### src/rtl/color_pkg.sv
// Shared pixel types for the color gather/serializer path.
package color_pkg;

    typedef struct packed {
        logic [7:0] r;
        logic [7:0] g;
        logic [7:0] b;
    } t_color;

    localparam int DN_MAX = 16;

    typedef enum logic {
        GATHER_FILL = 1'b0,
        GATHER_HOLD = 1'b1
    } t_gather_state;

endpackage

### src/rtl/color_gather.sv
// Gathers up to DN pixels into one group; in_last closes a group early.
// Optional macro COLOR_GATHER_CNT_EN adds a 32-bit output-group counter (grp_cnt).
//
// state | meaning
// FILL  | collecting pixels into storage, in_rdy=1, out_vld=0
// HOLD  | group presented on out_color/out_cnt until consumer takes it
module color_gather
    import color_pkg::*;
#(
    parameter int DN = 4
) (
    input  logic                     clk,
    input  logic                     rst,
    input  logic                     in_vld,
    output logic                     in_rdy,
    input  t_color                   in_color,
    input  logic                     in_last,
    output logic                     out_vld,
    input  logic                     out_rdy,
    output t_color                   out_color [DN-1:0],
    output logic [$clog2(DN+1)-1:0]  out_cnt
`ifdef COLOR_GATHER_CNT_EN
    ,
    output logic [31:0]              grp_cnt
`endif
);

    localparam int IW = (DN > 1) ? $clog2(DN) : 1;
    localparam int CW = $clog2(DN + 1);

    t_gather_state   state_q;
    logic [IW-1:0]   idx_q;
    logic [CW-1:0]   cnt_q;
    t_color          data_q [DN];

    logic            in_acc;
    logic            out_hs;
    logic            closing;

    // In HOLD the slot for the next group frees exactly when the consumer takes the current one.
    assign in_rdy  = !rst && ((state_q == GATHER_FILL) || out_rdy);
    assign out_vld = (state_q == GATHER_HOLD);
    assign out_cnt = cnt_q;

    assign in_acc  = in_vld && in_rdy;
    assign out_hs  = out_vld && out_rdy;
    assign closing = in_acc && (in_last || (idx_q == IW'(DN - 1)));

    always_ff @(posedge clk or posedge rst) begin
        if (rst) begin
            state_q <= GATHER_FILL;
            idx_q   <= '0;
            cnt_q   <= '0;
            for (int i = 0; i < DN; i++) begin
                data_q[i] <= '0;
            end
        end else begin
            if (in_acc) begin
                data_q[idx_q] <= in_color;
            end
            if (closing) begin
                state_q <= GATHER_HOLD;
                cnt_q   <= CW'(idx_q) + CW'(1);
                idx_q   <= '0;
            end else begin
                if (in_acc) begin
                    idx_q <= idx_q + IW'(1);
                end
                if (out_hs) begin
                    state_q <= GATHER_FILL;
                    cnt_q   <= '0;
                end
            end
        end
    end

    // Stale entries from a longer previous group are hidden behind out_cnt.
    always_comb begin
        for (int i = 0; i < DN; i++) begin
            out_color[i] = (CW'(i) < cnt_q) ? data_q[i] : '0;
        end
    end

`ifdef COLOR_GATHER_CNT_EN
    logic [31:0] grp_cnt_q;

    always_ff @(posedge clk or posedge rst) begin
        if (rst) begin
            grp_cnt_q <= '0;
        end else if (out_hs) begin
            grp_cnt_q <= grp_cnt_q + 32'd1;
        end
    end

    assign grp_cnt = grp_cnt_q;
`endif

endmodule

### config.mk
export PLATFORM = sky130hd
export DESIGN_NAME = color_gather
export DESIGN_NICKNAME = d
export VERILOG_FILES = /design/src/rtl/color_pkg.sv /design/src/rtl/color_gather.sv
export SDC_FILE = /design/constraint.sdc
export NUM_CORES = 1
export LEC_CHECK = 0
export ABC_CLOCK_PERIOD_IN_PS = 9100
export BUFFER_PORTS_ARGS = -buffer_cell sky130_fd_sc_hd__buf_2
export CELL_PAD_IN_SITES_DETAIL_PLACEMENT = 0
export CELL_PAD_IN_SITES_GLOBAL_PLACEMENT = 2
export CORE_ASPECT_RATIO = 0.7
export CORE_MARGIN = 2
export CORE_UTILIZATION = 38
export DETAILED_ROUTE_END_ITERATION = 7
export PLACE_DENSITY = 0.94
export SLEW_MARGIN = 20
export SYNTH_ARGS = -nofsm -noshare
export SYNTH_HDL_FRONTEND = slang
export SYNTH_SLANG_ARGS = --single-unit
export TNS_END_PERCENT = 20
### constraint.sdc
create_clock -name clk -period 9.1 [get_ports clk]
set_input_delay 1.365 -clock clk [delete_from_list [all_inputs] [get_ports clk]]
set_output_delay 1.365 -clock clk [all_outputs]
set_load 0.1 [all_outputs]
# --- After elaboration in Yosys (flattened, before gate mapping) ---
# Index checks and enable logic that the tools add are counted.
word_totals:
  reg_bits: 102
  in_bits: 29
  out_inout_bits: 101
  word_cells: 49
op_classes:
  n_addsub: 2
  order_cmp: 6
  eq_ne: 1
  mux: 13
  bitwise: 2
  reduce_logical: 10
ops:
  columns: ["operator", "n"]
  rows:
  - ["$mux 24", 5]
  - ["$bwmux 96", 1]
  - ["$demux 24 s2", 1]
  - ["$lt 1x3->1 const A", 2]
  - ["$lt 2x3->1 const A", 2]
  - ["$mux 3", 2]
  - ["$logic_and 1x1->1", 5]
  - ["$mux 2", 2]
  - ["$reduce_bool 2->1", 2]
  - ["$add 2x1->3 const B", 1]
  - ["$ge 3x3->1 const B", 1]
  - ["$lt 3x1->1 const B", 1]
  - ["$not 2->3", 1]
  - ["$add 2x1->2 const B", 1]
  - ["$eq 2x2->1 const B", 1]
  - ["$logic_or 1x1->1", 2]
  - ["$mux 1", 2]
  - ["$logic_not 1->1", 1]
  - ["$not 1->1", 1]

# --- Logic depth before layout (Yosys ltp) ---
# Gate-level depths: netlist of run 1.
logic_depth:
  ltp_word: 6
  depth_mapped: 5
  mapped_depth_nobuf: 4

# --- Worst setup path before layout of run 1 ---
# OpenSTA, ideal clock, no wires.
synth_path:
  path_kind: "register to output"
  start: "register cnt_q[2], in the netlist out_cnt[2]"
  end: "output out_color[28] (netlist name)"
  arrival_time_ns: 2.916
  path_slack_ns: 4.819
  stages_incl_launch_ff: 5
  n_path_buf: 2
  cell_sequence: "dfrtp_1 -> buf_2 -> nor2_1 -> clkbuf_1 -> nor2b_1"
synth_lines:
  columns: ["element", "line_no", "rtl"]
  rows:
  - ["start: declaration", "color_gather.sv:33", "logic [CW-1:0] cnt_q;"]
  - ["start signal: assignment", "color_gather.sv:63", "cnt_q <= CW'(idx_q) + CW'(1);"]
  - ["end: declaration", "color_gather.sv:20", "output t_color out_color [DN-1:0],"]

==> run summary, run 1 <==
Before antenna repair, the detailed router went through 4 iterations. The actual transition at the worst max-transition pin came out at 959 ps. The share of layout cells above drive strength 1 is 0.527.

The area of the die came out at 14000 um2. The mux cell area share after synthesis came out at 0.281. For this configuration, the core starts out at a cell density of 0.394. The library cell used as clock root buffer is clkbuf_16.

The area share of fa/ha/maj cells after synthesis is 0.0101. The die is 99.6 um tall. The pin count of the biggest net entering global routing came out at 56. STA puts the critical path data required time at 7740 ps. The clock network latency to the later pin of the worst-skew pair came out at 340 ps.

After synthesis, the largest family of logic cells by area is multiplexers. The maximum frequency from static timing analysis came out at 262 MHz. The portion of the post-synthesis area used by sequential elements came out at 0.514. Pin placement for this block handled 130 I/O pins. The top cell types in the final layout, fill and taps aside, are buf_2, dfrtp_1, mux2_4, nor2b_1, and2_1. The netlist uses 23 different library cells.

The number of max-cap violations came out at 0. After the first detailed-routing iteration, the DRC count stood at 77. The least setup slack across all paths after layout came out at between 5000 and 6000 ps. The via count came out at ~3000. The Yosys step of the flow raised 0 warnings.

The placed wire-length estimate after detailed placement is 7.67 mm. The total count of hold-check failures in the final report was 0. Counting flops and latches in the post-synthesis netlist gives 102. The peak fanout along the critical path came out at 29.

The pre-CTS setup slack came out at ~5300 ps. Of the total synthesized cell area, the portion taken by AND, OR, NAND and NOR gates is 0.156. The worst clock skew came out at about 6.7 ps. The cell area after synthesis came out at 4970 um2. The count of final max-slew check failures is 0. The area added between synthesis and finish came out at 21.2%. The routed wire length came out at 11.5 mm. In this run the horizontal extent of the chip is 141 um. The compound-cell area share of the yosys netlist is 0.00605. The average via count per standard cell came out at 4.76. Post-CTS repair changed the size of 0 cells.

In the finished design, the share of the clock period the worst path needs comes to 0.420. The H-tree was split into 3 levels. Of the total synthesized cell area, the portion taken by XOR and XNOR cells is 0. The minimum period implied by the final worst setup slack is 3820 ps. The number of antenna-violating nets in the routed design came out at 0.

The setup-violating endpoint count in the final report came out at 0. The flow ran to the end, and the final reports show no timing, DRC or antenna violations. The kind of path behind the tightest hold check is reg2reg. The remaining global-route overflow came out at 0. The element type at the critical path start is a flop. The filler cells instantiated in the layout total 1168. The last weighted congestion value of the routability-driven placer is 0.735. The data arrival at the endpoint of the critical path came out at 2460 ps. The number of antenna violations at the first check in global routing is 0. The clock-pin slew reported for the worst setup and hold paths after clock tree synthesis is 70 ps.

Setup repair after global routing left no endpoint under its margin. For this run, the total global-route usage over all layers was measured as 0.170. In this run, post-CTS hold repair placed 0 buffers. After detailed routing, the number of remaining DRC violations is 0.

The critical path is of the reg2out type. The number of antenna diodes in the final layout is 0. The number of nets in the synthesized netlist came out at 382. The wire length of the first global-routing pass is 18.2 mm. The wire length per cell is 18.0 um. The count of input and output buffers came out at 129.

The post-synthesis cell count is roughly 350. The number of buffers created by CTS came out at 9. The worst slew margin relative to its limit is 0.361. After floorplanning, the core was divided into 34 placement rows. The most frequent standard cell in the layout excluding fill and tap cells is buf_2. The mean instance size in the synthesized netlist is 14.2 um2. The final layout net count came out at 506.

STA classifies the critical path endpoint as an output pin. The via count of the first global-routing pass came out at 3220. The post-CTS setup buffer count is 0. The area of the placeable core came out at between 10000 and 15000 um2. The sink count of the clock tree came out at 102. The buffer levels on the longest clock path is 2. The clock tree from TritonCTS is done. The total negative slack came out at 0 ps.
## Yosys cell counts (all sizes together)
master	n	area, um2
nand4	1	6.26
ha	4	50.1
and2b	15	113
and2	24	150
nand2b	2	12.5
dfrtp	102	2550
a21oi	1	5.00
mux2i	2	20.0
nand3	5	75.1
mux2	96	1380
clkbuf	8	30.0
o21ai	5	25.0
nor2	3	11.3
nand2	5	18.8
inv	4	15.0
buf	11	118
nor2b	59	372
nor3	2	15.0
## worst paths after layout
path | startpoint | to | slack, ps | cells past startpoint
worst min register to register | data_q[10] | data_q[10] | 500 | 1
worst max register to register | out_vld | data_q[83] | 7130 | 3
worst max-delay path | out_cnt[2] | out_color[67] | 5280 | 4
min in group asynchronous | rst | out_vld | 1150 | 2
worst min-delay path | data_q[10] | data_q[10] | 500 | 1
max in group asynchronous | rst | data_q[71] | 6840 | 3
## cells by family (layout without fill, tap and decap cells)
logic type / after synthesis / in the layout
multiplexers: 98 / 98
adder cells (fa/ha/maj): 4 / 4
AO/OA/AOI/OAI: 6 / 6
AND/OR/NAND/NOR: 116 / 116
buffers and inverters: 23 / 152
flip-flops: 102 / 102
## flip-flops by register name (all words and copies together), names as in the netlist
signal / flops
data_q: 96
out_vld: 1
out_cnt: 3
idx_q: 2
## critical path: stages (launching register included)
cell	delay, ps
dfrtp_1	980
a21oi_2	170
buf_4	290
and2b_1	240
buf_2	430
## per-layer routing
layer	track usage	vias to the layer above	share of wire
li1	-	1403	-
met1	0.232	1546	0.47
met2	0.266	87	0.45
met3	0.0563	9	0.065
met4	0.0392	0	0.0086
met5	0	-	0
## through the flow
step                hold slack [ps]  cells  cell area [um2]  utilization
global route                    517    640             6020        0.478
global placement                481    623             5700        0.452
floorplan                       470    349             4970            -
detailed placement              484    623             5700        0.452
CTS                             502    639             6000        0.476
finish                          500    640             6020        0.478
## final cells by class
| cell class | count | area [um2] | area share |
|---|---|---|---|
| inverters | 4 | 17.5 | 0.00291 |
| repair buffers | 132 | 676 | 0.112 |
| multi-input cells | 224 | 2270 | 0.377 |
| clock inverters | 5 | 58.8 | 0.00977 |
| flip-flops and latches | 102 | 2550 | 0.424 |
| well taps | 162 | 203 | 0.0337 |
| clock buffers | 11 | 243 | 0.0403 |
Power of run 1 is left out: the tool's default activity adds up to more than one toggle a clock period on the data nets, which glitch-free logic cannot reach.
==> run 2: changes to the inputs <==
ABC_CLOCK_PERIOD_IN_PS = 3750   (was 9100)
CORE_UTILIZATION = 36   (was 38)
PLACE_DENSITY = 0.91   (was 0.94)
clock period = 3.75 ns   (was 9.1 ns; I/O delays follow)
==> run summary, run 2 (synthesized netlist as in run 1, its figures left out) <==
The number of flip-flops in the largest register came out at 96. The total count of hold-check failures in the final report came to 0. The routed wire length is between 10 and 15 mm. Using the TritonRoute via totals, the vias-per-cell ratio works out to 4.58.

The remaining global-route overflow is 0. TritonCTS built the clock tree. The post-CTS setup buffer count came out at 0.

The starting DRC count in detailed routing is 109. Buffers inserted during clock tree synthesis total 9. The count of standard-cell rows came out at 35. The library cell used most frequently in the layout, excluding fill and tap cells, is buf_2. In this run the worst path has a maximum fanout of 16. Across every metal layer, demand over resource in global routing totals 0.162. The detailed-routing iteration count for the pre-antenna-repair pass is 4. The share of the cycle needed by the critical path after routing came out at 0.775.

The count of final max-slew check failures is 0. The worst clock skew is between 9 and 10 ps. The last weighted congestion value of the routability-driven placer is 0.743. The data arrival at the endpoint of the critical path came out at 2340 ps. Setup repair after global routing left no endpoint under its margin. The area added between synthesis and finish is 22.8%. The via count of the first global-routing pass was 3150. The highest cell delay on the worst timing path came out at 600 ps. The count of cells along the worst register-to-register path came out at 3. The post-cts repair resize count is 0. For this design, the slowest cell found on the critical path is dfrtp_1. The library cell used as clock root buffer is clkbuf_16. The wire length of the first global-routing pass is approximately 18 mm. The clock reaches the later pin of the worst-skew pair after 340 ps. The worst setup path is captured at an output pin.

data_q holds more flip-flops than any other register. The area of the die came out at 14800 um2. STA classifies the critical path startpoint as a flop.

The first element of the critical path is out_cnt[2]. The buffer levels on the longest clock path is 2. Entering global routing, the biggest net connects 53 pins. The via count is 3046. Leaving out filler cells and counting taps, the final layout contains 665. The number of DRC violations after detailed routing came out at 0. The data required time at the worst endpoint is 3190 ps. The diode insertion count for antenna repair came out at 0.

Counting I/O delays and the setup requirement, the final critical path takes 2910 ps. The share of layout cells above drive strength 1 came out at 0.529. The classification of the worst setup path is reg2out. In the post-route analysis, the smallest setup slack over all paths is between 800 and 900 ps. The path class of the tightest hold or removal check is in2async. The library cells used most frequently in the layout, excluding fill and tap cells, are buf_2, dfrtp_1, mux2_4, nor2b_1, and2_1.

The final layout net count is 508. The reg2reg setup slack came out at between 1500 and 2000 ps. Once placement completed, the tool counted placed cells totaling 649. The total negative slack is 0 ps. The H-tree was split into 3 levels. The worst register-to-register path begins at out_vld. The routed length on met1 came out at 6.11 mm. The maximum frequency from static timing analysis is about 340 MHz. For the pin with the worst max-slew slack, the measured transition is roughly 670 ps. The height of the die came out at 102 um. The number of antenna violations at the first check in global routing came out at 0. The pre-CTS setup slack is roughly 1200 ps. The initial cell density of the core is 0.373. The top-level port count is 130. The area of the placeable core came out at between 10000 and 15000 um2. The die extent in x is 144 um. The endpoint of the lowest-slack register-to-register path is data_q[92]. The count of nets left with antenna violations once routing finished came out at 0. The sink count of the clock tree is 102. The setup-violating endpoint count in the final report is 0. In the final routed layout, each cell accounts on average for 17.6 um. The met3 wire length came out at 694 um.

The uppermost layer routed is met4. During placement, the flow inserted port buffers numbering 129. Hold repair after CTS inserted 0 buffers. The worst slew margin relative to its limit came out at 0.554. The run finished with clean final reports. The most critical setup path has its endpoint at out_color[65]. The signal on the critical path passes through a21oi_2 > buf_4 > and2b_1 > buf_2. Across the run, the number of max-cap violations was 0.

The HPWL after detailed placement is around 8.0 mm. The length of routed met2 wiring came out at approximately 4.8 mm. The clock-pin slew reported for the worst setup and hold paths after clock tree synthesis is roughly 70 ps.
-- run 2: critical path: cells and delay by family (launching register included) --
kind,cells,cell delay [ps]
compound gates,1,590
buf+inv,2,610
simple gates,1,200
flops,1,600
-- run 2: metrics by stage --
step	util	hold slack, ps	area (um2)
floorplan	-	470	4970
global placement	0.433	479	5760
detailed placement	0.433	484	5760
CTS	0.458	365	6100
global route	0.458	402	6100
finish	0.458	343	6100
-- run 2: layout make-up --
type | count | area (um2)
repair buffers | 134 | 696
clock buffers | 10 | 229
inverters | 4 | 17.5
well taps | 185 | 231
clock inverters | 6 | 109
fillers | 1233 | 7210
multi-input cells | 224 | 2260
flip-flops and latches | 102 | 2550
-- run 2: how the worst min path moves through the flow --
| stage | slack, ps | startpoint | end | cells past startpoint |
|---|---|---|---|---|
| final | 340 | rst | data_q[95] | 2 |
| after global placement | 480 | data_q[65] | data_q[65] | 1 |
| after detailed placement | 480 | data_q[59] | data_q[59] | 1 |
| after floorplan | 470 | data_q[21] | data_q[21] | 1 |
| after CTS | 370 | rst | out_vld | 2 |
| after global routing | 400 | rst | out_vld | 2 |
-- run 2: metal layers --
metal | track usage | vias up
met3 | 0.0492 | 8
met4 | 0.0358 | 0
met2 | 0.227 | 78
met1 | 0.247 | 1543
li1 | - | 1417
met5 | 0 | -
Power of run 2 is left out for the same reason.
==> run 3: changes to the inputs <==
ABC_AREA = 1   (was unset)
ABC_CLOCK_PERIOD_IN_PS = 2400   (was 3750)
CORE_UTILIZATION = 26   (was 36)
PLACE_DENSITY = 0.86   (was 0.91)
clock period = 2.4 ns   (was 3.75 ns; I/O delays follow)
==> run summary, run 3 <==
The run finished with clean final reports. In the post-synthesis netlist, the biggest area contributors are dfrtp_1, nand2_1, nand3_1. The minimum period implied by the final worst setup slack is 2280 ps. The share of flip-flops with an asynchronous set or reset came out at 1.00.

The area share of fa/ha/maj cells after synthesis came out at 0.0103. Of the total synthesized cell area, the portion taken by XOR and XNOR cells is 0. The cell area after synthesis is 4870 um2.

The basic-gate share of the synthesized area counting and, or, nand and nor cells is 0.348. The die extent in x is 168 um. The starting DRC count in detailed routing is 290. The pin count of the biggest net entering global routing is approximately 100. The share of total power dissipated in combinational logic is 0.519. The peak fanout along the critical path is 28.

In this run, post-CTS hold repair placed 0 buffers. The number of max-cap violations came out at 0. The count of standard-cell rows is between 40 and 50.

The number of antenna diodes in the final layout is 0. By area, the combinational part of the netlist is dominated by simple AND/OR/NAND/NOR gates. The total count of hold-check failures in the final report came out at 0.

The static leakage power came out at 3.82 nW. The number of antenna-violating nets in the routed design came out at 0. The initial cell density of the core came out at 0.268.

For the pin with the worst max-slew slack, the measured transition is 562 ps. The standard cell with the maximum stage delay on the critical path is dfrtp_2. The number of enable flip-flop cells after synthesis is 0.

Leaving out fill and tap cells, the most frequent cell in the layout is nand2_1. The leading register cell type out of synthesis is dfrtp_1. The final layout contains routed wiring with a total length of 16.2 mm. The portion of the post-synthesis area used by sequential elements is 0.524. The share of layout cells above drive strength 1 is 0.313. The placed wire-length estimate after detailed placement came out at 11.2 mm. The setup path with the least slack is of type reg2out. The data arrival at the endpoint of the critical path is approximately 1900 ps. The dominant cell type by area after synthesis is dfrtp_1. The count of input and output buffers is about 130.

The share of total power in the clock network came out at 0.175. The least setup slack across all paths after layout is 117 ps. Static timing analysis puts the maximum clock frequency at approximately 440 MHz. The element type at the critical path start is a flop. The final layout net count is 823. The mean instance size in the synthesized netlist is approximately 7.3 um2.

The area added between synthesis and finish came out at 38.5%. The number of buffers and inverters on the critical path is 3. The worst-case vdd ir drop is 588 uV. The share of synthesized area in the top cell type comes to 0.524. The top-level port count came out at 130.

The cell sitting at the root of the clock tree is a clkbuf_16. In this run the tightest slew margin relative to its limit is 0.625. The highest cell delay on the worst timing path is about 420 ps. For this design the ratio of total power to cell area is ~1400 nW/um2. The worst setup path is captured at an output pin. The clock tree synthesis step divided the H-tree into 3 levels. At the end of routability-driven placement, the weighted congestion stood at about 0.74.

The setup-violating endpoint count in the final report came out at 0. The number of nets in the synthesized netlist came out at 697. TritonCTS built the clock tree. After clock tree synthesis, the clock-pin slew on the worst setup and hold paths is around 70 ps. The total of flip-flops plus latches after synthesis is between 100 and 150. The number of flip-flops in the largest register came out at 96.

The path class of the tightest hold or removal check is in2async. The height of the die came out at approximately 120 um. The clock network latency to the later pin of the worst-skew pair came out at 350 ps. The signal on the critical path passes through buf_4 > nor3_2 > buf_12 > nor2_2 > clkbuf_4. The mux cell area share after synthesis came out at 0. The remaining global-route overflow came out at 0. Excluding fillers, the count of instances in the completed layout stands at 1031. Synthesis produced a netlist whose cell count is roughly 660. The sink count of the clock tree came out at 102. The buffer levels on the longest clock path came out at 2. The average via count per standard cell is 4.29.

At the placement stage, the worst setup path has a slack of 179 ps. Broken down by cell family, the worst path's largest delay share belongs to buffers and inverters. Leaving out fill and tap cells, the most frequent cells in the layout are nand2_1, buf_2, nand3_1, inv_1, dfrtp_1.

The area of the die came out at 19900 um2. The data required time at the worst endpoint came out at 2040 ps. The switching portion of total power is 0.524. The number of buffers created by CTS came out at 9.

The combined global-route utilization of all metal layers is 0.168. The clock arrives with 9.49 ps of skew. The share of the cycle needed by the critical path after routing is 0.951. The wire length of the first global-routing pass is 25.8 mm.

Counting flops per register, the top entry is data_q. The cell-internal power is 4.49 mW. The number of antenna violations at the first check in global routing came out at 0. The total number of yosys warnings came out at 0. Setup repair after global routing left no endpoint under its margin. The compound-cell area share of the yosys netlist came out at 0.00205.

The overall power came out at 9.42 mW. The via count came out at roughly 4400. Before antenna repair, the detailed router went through 4 iterations. The share of power burned in registers is 0.306. The via count of the first global-routing pass came out at 4535.

Yosys instantiated no cell more often than nand2_1. For this run, design rule violations remaining after detail routing come to 0. The total negative slack came out at 0 ps. The wire length per cell is 15.7 um. The number of placed instances, taps included is a little over 1000. The commonest cells after synthesis are nand2_1, nand3_1, inv_1. The area of the placeable core came out at 18200 um2. Synthesis instantiated 16 different standard cells from the library. Summed over all nets, the switching power comes to about 5 mW. The count of final max-slew check failures is 0.
[run 3: changes by cell type after synthesis, sizes merged, moves of 15 or more]
| cell | change |
|---|---|
| and2b | -15 |
| inv | +101 |
| mux2 | -96 |
| nand3 | +101 |
| nor2b | -59 |
| nor2 | +72 |
| and2 | -24 |
| nand2 | +223 |
[run 3: power groups by stage]
stage	clock, mW	combinational, mW	sequential (mW)
finish	1.65	4.89	2.88
global placement	0	4.84	2.91
CTS	1.70	4.95	2.88
global route	1.76	5.25	2.98
detailed placement	0	4.87	2.90
floorplan	0	4.01	2.87
[run 3: routing by layer]
| layer | vias to the layer above | global-route usage | wire length [um] |
|---|---|---|---|
| li1 | 2226 | - | - |
| met5 | - | 0 | 0 |
| met3 | 5 | 0.0466 | 1260 |
| met1 | 2044 | 0.264 | 8470 |
| met4 | 0 | 0.0245 | 55 |
| met2 | 149 | 0.230 | 6410 |
[run 3: cell type report]
| cell class | instances | area [um2] |
|---|---|---|
| inverters | 105 | 398 |
| well taps | 236 | 295 |
| clock inverters | 3 | 65.1 |
| fillers | 1905 | 11500 |
| flip-flops and latches | 102 | 2550 |
| multi-input cells | 418 | 2270 |
| clock buffers | 13 | 270 |
| repair buffers | 154 | 898 |
[run 3: logic make-up (layout without fill, tap and decap cells)]
group,Yosys count,in the layout
AO/OA/AOI/OAI,2,2
adder cells (fa/ha/maj),4,4
buffers and inverters,144,275
flip-flops,102,102
AND/OR/NAND/NOR,412,412
[run 3: per-stage QoR]
stage	util	cell area (um2)	hold WS (ps)
2_1_floorplan	-	5370	449
3_3_place_gp	0.350	6370	463
3_5_place_dp	0.350	6370	465
4_1_cts	0.370	6750	272
5_1_grt	0.371	6750	289
6_report	0.371	6750	242
[run 3: worst paths after layout]
kind,start,to,slack [ps],cells past startpoint
worst max-delay path,out_cnt[2],out_color[11],120,5
worst min-delay path,rst,data_q[21],240,3
worst max register to register,idx_q[0],data_q[74],680,6
worst min register to register,data_q[24],data_q[24],480,2
max in group asynchronous,rst,data_q[76],1730,3
min in group clk,in_color[11],data_q[11],300,3
[run 3: timing repair]
item                       in CTS  in global routing
buffers inserted                4                  0
gates cloned                    0                  0
gates resized for setup         0                  1
setup endpoints to repair      11                  1
pin swaps                       1                  0
[run 3: worst reg2reg max path, stage by stage, from the launching register on]
cell     delay [ps]
dfrtp_1         410
inv_1           150
ha_1            520
nand3_1         180
buf_4           230
nand2_1          80
nand2_1          50
No activity file was read; power rests on OpenSTA's default activity.
